### src/rtl/emu_clk_pkg.sv
// Shared types and helpers for the emulator clock/gate generator.
package emu_clk_pkg;

  // Reset-hold / running states of the generator.
  typedef enum logic {
    HOLD = 1'b0,
    RUN  = 1'b1
  } emu_state_e;

  // Width of the hold counter: enough to hold the value rst_hold itself.
  function automatic int hold_cnt_w(input int rst_hold);
    return (rst_hold < 1) ? 1 : $clog2(rst_hold + 1);
  endfunction

endpackage

### src/rtl/emu_clk_gate_cell.sv
// One glitch-free gated copy of emu_clk, registered on emu_clk_2x.
module emu_clk_gate_cell (
  input  logic emu_clk_2x,
  input  logic emu_rst,
  input  logic phase,
  input  logic eff_en,
  output logic gated_clk
);

  // Rise when emu_clk rises and the enable is set; always fall with emu_clk.
  always_ff @(posedge emu_clk_2x or posedge emu_rst) begin
    if (emu_rst) gated_clk <= 1'b0;
    else         gated_clk <= ~phase & eff_en;
  end

endmodule

### src/rtl/emu_clk_gate_gen.sv
// Divide-by-2 emu_clk, per-domain gated clocks, held reset and cycle counter.
module emu_clk_gate_gen
  import emu_clk_pkg::*;
#(
  parameter int N_GATED  = 2,
  parameter int RST_HOLD = 4,
  parameter int CNT_W    = 32
) (
  input  logic               emu_clk_2x,
  input  logic               emu_rst,
  input  logic [N_GATED-1:0] gate_en,
  output logic               emu_clk,
  output logic [N_GATED-1:0] gated_clk,
  output logic               emu_rst_out,
  output logic [CNT_W-1:0]   emu_cycle,
  output logic               running
);

  localparam int            HW       = hold_cnt_w(RST_HOLD);
  localparam logic [HW-1:0] HOLD_MAX = HW'(RST_HOLD);

  logic               phase;
  emu_state_e         state, state_nxt;
  logic [HW-1:0]      hold_cnt;
  logic [CNT_W-1:0]   cyc;
  logic [N_GATED-1:0] eff_en;

  // phase is emu_clk itself; phase==0 on a posedge means emu_clk is rising.
  always_ff @(posedge emu_clk_2x or posedge emu_rst) begin
    if (emu_rst) phase <= 1'b0;
    else         phase <= ~phase;
  end

  // State register.
  always_ff @(posedge emu_clk_2x or posedge emu_rst) begin
    if (emu_rst) state <= HOLD;
    else         state <= state_nxt;
  end

  // Leave HOLD only on an emu_clk falling edge, so reset release is mid-period.
  always_comb begin
    state_nxt   = state;
    emu_rst_out = 1'b1;
    running     = 1'b0;
    case (state)
      HOLD: if (phase && (hold_cnt == HOLD_MAX)) state_nxt = RUN;
      RUN: begin
        emu_rst_out = 1'b0;
        running     = 1'b1;
      end
      default: state_nxt = HOLD;
    endcase
  end

  // Count emu_clk rises spent in HOLD, saturating at the hold length.
  always_ff @(posedge emu_clk_2x or posedge emu_rst) begin
    if (emu_rst)
      hold_cnt <= '0;
    else if ((state == HOLD) && !phase && (hold_cnt != HOLD_MAX))
      hold_cnt <= hold_cnt + 1'b1;
  end

  // Free-running emulation cycle count of emu_clk rises in RUN; wraps silently.
  always_ff @(posedge emu_clk_2x or posedge emu_rst) begin
    if (emu_rst)                      cyc <= '0;
    else if ((state == RUN) && !phase) cyc <= cyc + 1'b1;
  end

  // Force every domain clocked during HOLD so models see reset-time edges.
  assign eff_en = (state == RUN) ? gate_en : {N_GATED{1'b1}};

  for (genvar g = 0; g < N_GATED; g++) begin : g_cell
    emu_clk_gate_cell u_cell (
      .emu_clk_2x (emu_clk_2x),
      .emu_rst    (emu_rst),
      .phase      (phase),
      .eff_en     (eff_en[g]),
      .gated_clk  (gated_clk[g])
    );
  end

  assign emu_clk   = phase;
  assign emu_cycle = cyc;

endmodule
### config.mk
export PLATFORM = sky130hd
export DESIGN_NAME = emu_clk_gate_gen
export DESIGN_NICKNAME = d
export VERILOG_FILES = /design/src/rtl/emu_clk_pkg.sv /design/src/rtl/emu_clk_gate_cell.sv /design/src/rtl/emu_clk_gate_gen.sv
export SDC_FILE = /design/constraint.sdc
export NUM_CORES = 1
export LEC_CHECK = 0
export BUFFER_PORTS_ARGS = -buffer_cell sky130_fd_sc_hd__buf_4
export CAP_MARGIN = 20
export CELL_PAD_IN_SITES_DETAIL_PLACEMENT = 0
export CELL_PAD_IN_SITES_GLOBAL_PLACEMENT = 1
export CORE_ASPECT_RATIO = 1.4
export CORE_MARGIN = 4
export CORE_UTILIZATION = 41
export CTS_CLUSTER_DIAMETER = 150
export DETAILED_ROUTE_END_ITERATION = 8
export PLACE_DENSITY = 0.77
export REMOVE_ABC_BUFFERS = 1
export SLEW_MARGIN = 5
export SYNTH_ARGS = -nofsm -noshare
export SYNTH_HDL_FRONTEND = slang
export SYNTH_HIERARCHICAL = 1
export SYNTH_SLANG_ARGS = --single-unit
### constraint.sdc
create_clock -name emu_clk_2x -period 2 [get_ports emu_clk_2x]
set_input_delay 0.4 -clock emu_clk_2x [delete_from_list [all_inputs] [get_ports emu_clk_2x]]
set_output_delay 0.4 -clock emu_clk_2x [all_outputs]
set_load 0.005 [all_outputs]
==> key figures <==
Critical path
  – Crit path cell chain: nand4_2 -> nor4_4 -> nand3_1 -> xnor2_1
  – Critical path type: flip-flop to flip-flop
  – Max FO, Critical Path: 10
  – Worst EP arrival: 1.94 ns
  – CP Launch Type: flip-flop
  – Critical Path RT: 2.18 ns
  – Critical path's slowest cell: nor4_4
  – CP endpoint kind: flip-flop
  – Reg2Reg Setup Slack: 0.23 ns
  – CP peak stage delay: 0.60 ns

Synthesis
  – Cells after synthesis: 162
  – Yosys warns: 6
  – Mapped Area: 0.00184 mm^2
  – Synth unique cells: 30
  – Synth Register Bits: 39
  – Register area share after synthesis: 53.2%
  – Syn Area/Cell: 11.3 um^2

Pwr
  – Power Total: 1.34 mW
  – Static leakage: 1.14 nW
  – Worst ir drop on vdd: 510 uV
  – Power per cell area: 576 mW/mm^2

Placed design
  – I/O Buffers: 40
  – DP Wirelength: 2.84 mm
  – Post-Place Setup Slack: 0.252 ns
  – Final RePlAce weighted congestion: 0.775
  – Area after DPL: 0.00224 mm^2

Clock tree
  – Post-CTS Resized: 0
  – CTS Root Cell: clkbuf_8
  – TritonCTS buffer count: 5
  – Clk slew on worst S/H paths: 0.07 ns
  – CTS Buffer Depth: 2
  – # clock sinks: 39
  – Setup Fix Bufs, Post-CTS: 0
  – TritonCTS clock tree: done
  – H-tree Lvls: 2
  – Clk Latency, worst-skew pair: 0.29 ns

Outcome
  – Status: finished, final reports clean

Floorplan
  – Core area: 0.00427 mm^2
  – Die Height: 87.2 um
  – Num rows: 28
  – # IOs: 41
  – Initial Util: 42.9%
  – Die Wd: 64.6 um
  – Die area: 0.00563 mm^2

Global routing
  – Remaining Overflow, GRT: 0
  – Largest net degree at the start of global routing: 38
  – GRT Util Overall: 15.4%
  – Vias in the first global route: 1422
  – First-pass GRT wire length: 6.77 mm
  – Initial antenna violation count: 0

Final layout
  – Final Core Density: 54.6%
  – Final Net Count: 219
  – Antenna Cells: 0
  – Design Area, Final: 0.00233 mm^2
  – Layout cells sized above 1: 29.2%
  – Area grow syn2layout: 27.1%

Timing
  – Slew HR: 63.4%
  – RSZ-0062 raised after global routing: false
  – Fin crit share: 88.4%
  – Setup slack after layout: 0.232 ns
  – Max Slew Vio Count: 0
  – Max Fclk: 566 MHz
  – Worst-margin pin slew: 0.545 ns
  – Final setup violation count: 0
  – Layout Skew: 0.00592 ns
  – Fin crit period: 1.77 ns
  – Fin Setup TNS: 0 ns
  – Final Hold Fails: 0

Route
  – Drt total wl: 3.78 mm
  – Met1 wire length: 1.63 mm
  – Met3 Routed Length: 166 um
  – DR vias/cell: 4.90
  – DRT Pass-1 Iters: 4
  – DR top layer: met4
  – DRC: 0
  – Via count: 1334
  – Post-route ant nets: 0
  – Routed wl met2: 1.95 mm
  – DR WL/cell: 13.9 um
  – Iter 0 DRT Violations: 52

Job
  – Max-cap violations: 0

Worst hold path
  – Hold crit path type: input port to flip-flop
[synth_stat cells]
master | instances | share of area [%]
dfrtp_1 | 39 | 53
xnor2_1 | 27 | 13
nand3_1 | 15 | 4.1
nand4_1 | 12 | 4.1
inv_1 | 10 | 2.0
nand2_1 | 9 | 1.8
and3_1 | 6 | 2.0
nor2_1 | 6 | 1.2
xor2_1 | 5 | 2.4
ha_1 | 3 | 2.0
nor3_1 | 3 | 0.82
and4_1 | 2 | 0.95
clkbuf_1 | 2 | 0.41
nand2b_1 | 2 | 0.68
nand3b_1 | 2 | 0.82
nand4_2 | 2 | 1.4
nor2b_1 | 2 | 0.68
nor2b_4 | 2 | 1.5
nor4_4 | 2 | 2.3
a211oi_1 | 1 | 0.41
a21oi_1 | 1 | 0.27
a31oi_1 | 1 | 0.34
and2_1 | 1 | 0.34
and3_2 | 1 | 0.41
and4_2 | 1 | 0.55
and4bb_2 | 1 | 0.68
buf_2 | 1 | 0.27
mux2_2 | 1 | 0.61
nor4b_1 | 1 | 0.48
o21ai_0 | 1 | 0.27
[state kept, by name (all words and copies together), names as in the netlist]
signal                   flops
hold_cnt                     3
emu_cycle                   32
emu_clk                      1
g_cell.u_cell/gated_clk      2
state                        1
[final cells by class]
cell class                 count  area [um^2]
fill                         401         1940
sequential                    39          976
multi-input combinational    110          810
timing repair buffer          46          348
clock buffer                   6         82.6
tap                           60         75.1
inverter                      10         37.5
clock inverter                 1         5.00
[critical path: cells and delay by family (launching register included)]
kind	cells	cell delay [ns]
AND/OR/NAND/NOR	3	1.03
XOR/XNOR	1	0.17
flip-flops	1	0.47
[layout by cell type (no fill, tap or decap), drive strengths merged]
cell	count
ha	3
dfrtp	39
nand4	14
nor3	3
and4	3
and4bb	1
nor2b	4
nor4	2
clkinv	1
inv	10
xnor2	27
nor2	6
nand3b	2
o21ai	1
dlygate4sd3	1
a31oi	1
nand2	9
xor2	5
buf	45
nor4b	1
mux2	1
nand3	15
and2	1
a211oi	1
a21oi	1
clkbuf	6
and3	7
nand2b	2
[routing by layer]
| metal | up-vias | GRT usage [%] |
|---|---|---|
| li1 | 653 | - |
| met1 | 649 | 18.7 |
| met2 | 28 | 25.8 |
| met3 | 4 | 4.26 |
| met4 | 0 | 6.35 |
| met5 | - | 0 |
[final timing paths]
path / end / cells after the start / from
worst min-delay path: g_cell[1].u_cell/gated_clk / 3 / gate_en[1]
worst min register to register: emu_cycle[31] / 1 / emu_cycle[31]
worst max-delay path: emu_cycle[27] / 4 / emu_cycle[4]
worst max register to register: emu_cycle[27] / 4 / emu_cycle[4]
min in group asynchronous: g_cell[0].u_cell/gated_clk / 3 / emu_rst
max in group asynchronous: hold_cnt[1] / 4 / emu_rst
[metrics by stage]
| stage | instances | hold slack [ns] |
|---|---|---|
| 5_1_grt | 272 | 0.445 |
| 3_3_place_gp | 264 | 0.258 |
| 2_1_floorplan | 159 | 0.129 |
| 6_report | 272 | 0.429 |
| 3_5_place_dp | 264 | 0.261 |
| 4_1_cts | 272 | 0.427 |
[report_power, final]
part / switching [mW] / leakage, nW / total, mW / internal [mW]
Sequential: 0.000514 / 0.510 / 0.791 / 0.790
Combinational: 0.0175 / 0.581 / 0.0289 / 0.0114
Clock: 0.254 / 0.0470 / 0.524 / 0.270
Total: 0.272 / 1.14 / 1.34 / 1.07
[repair_timing]
| item | 4_1_cts | 5_1_grt |
|---|---|---|
| endpoints found under the setup margin | 0 | 0 |
| endpoints found under the hold margin | 2 | 0 |
| hold buffers | 1 | 0 |
[kinds of logic (layout without fill, tap and decap cells)]
logic type	count (synthesis)	in the layout	synth area share [%]
AO/OA/AOI/OAI	4	4	1.30
XOR/XNOR	32	32	15.3
adder cells (fa/ha/maj)	3	3	2.05
buffers and inverters	13	63	2.73
flip-flops	39	39	53.2
multiplexers	1	1	0.613
AND/OR/NAND/NOR	70	70	24.9
No activity file was read; power rests on OpenSTA's default activity.
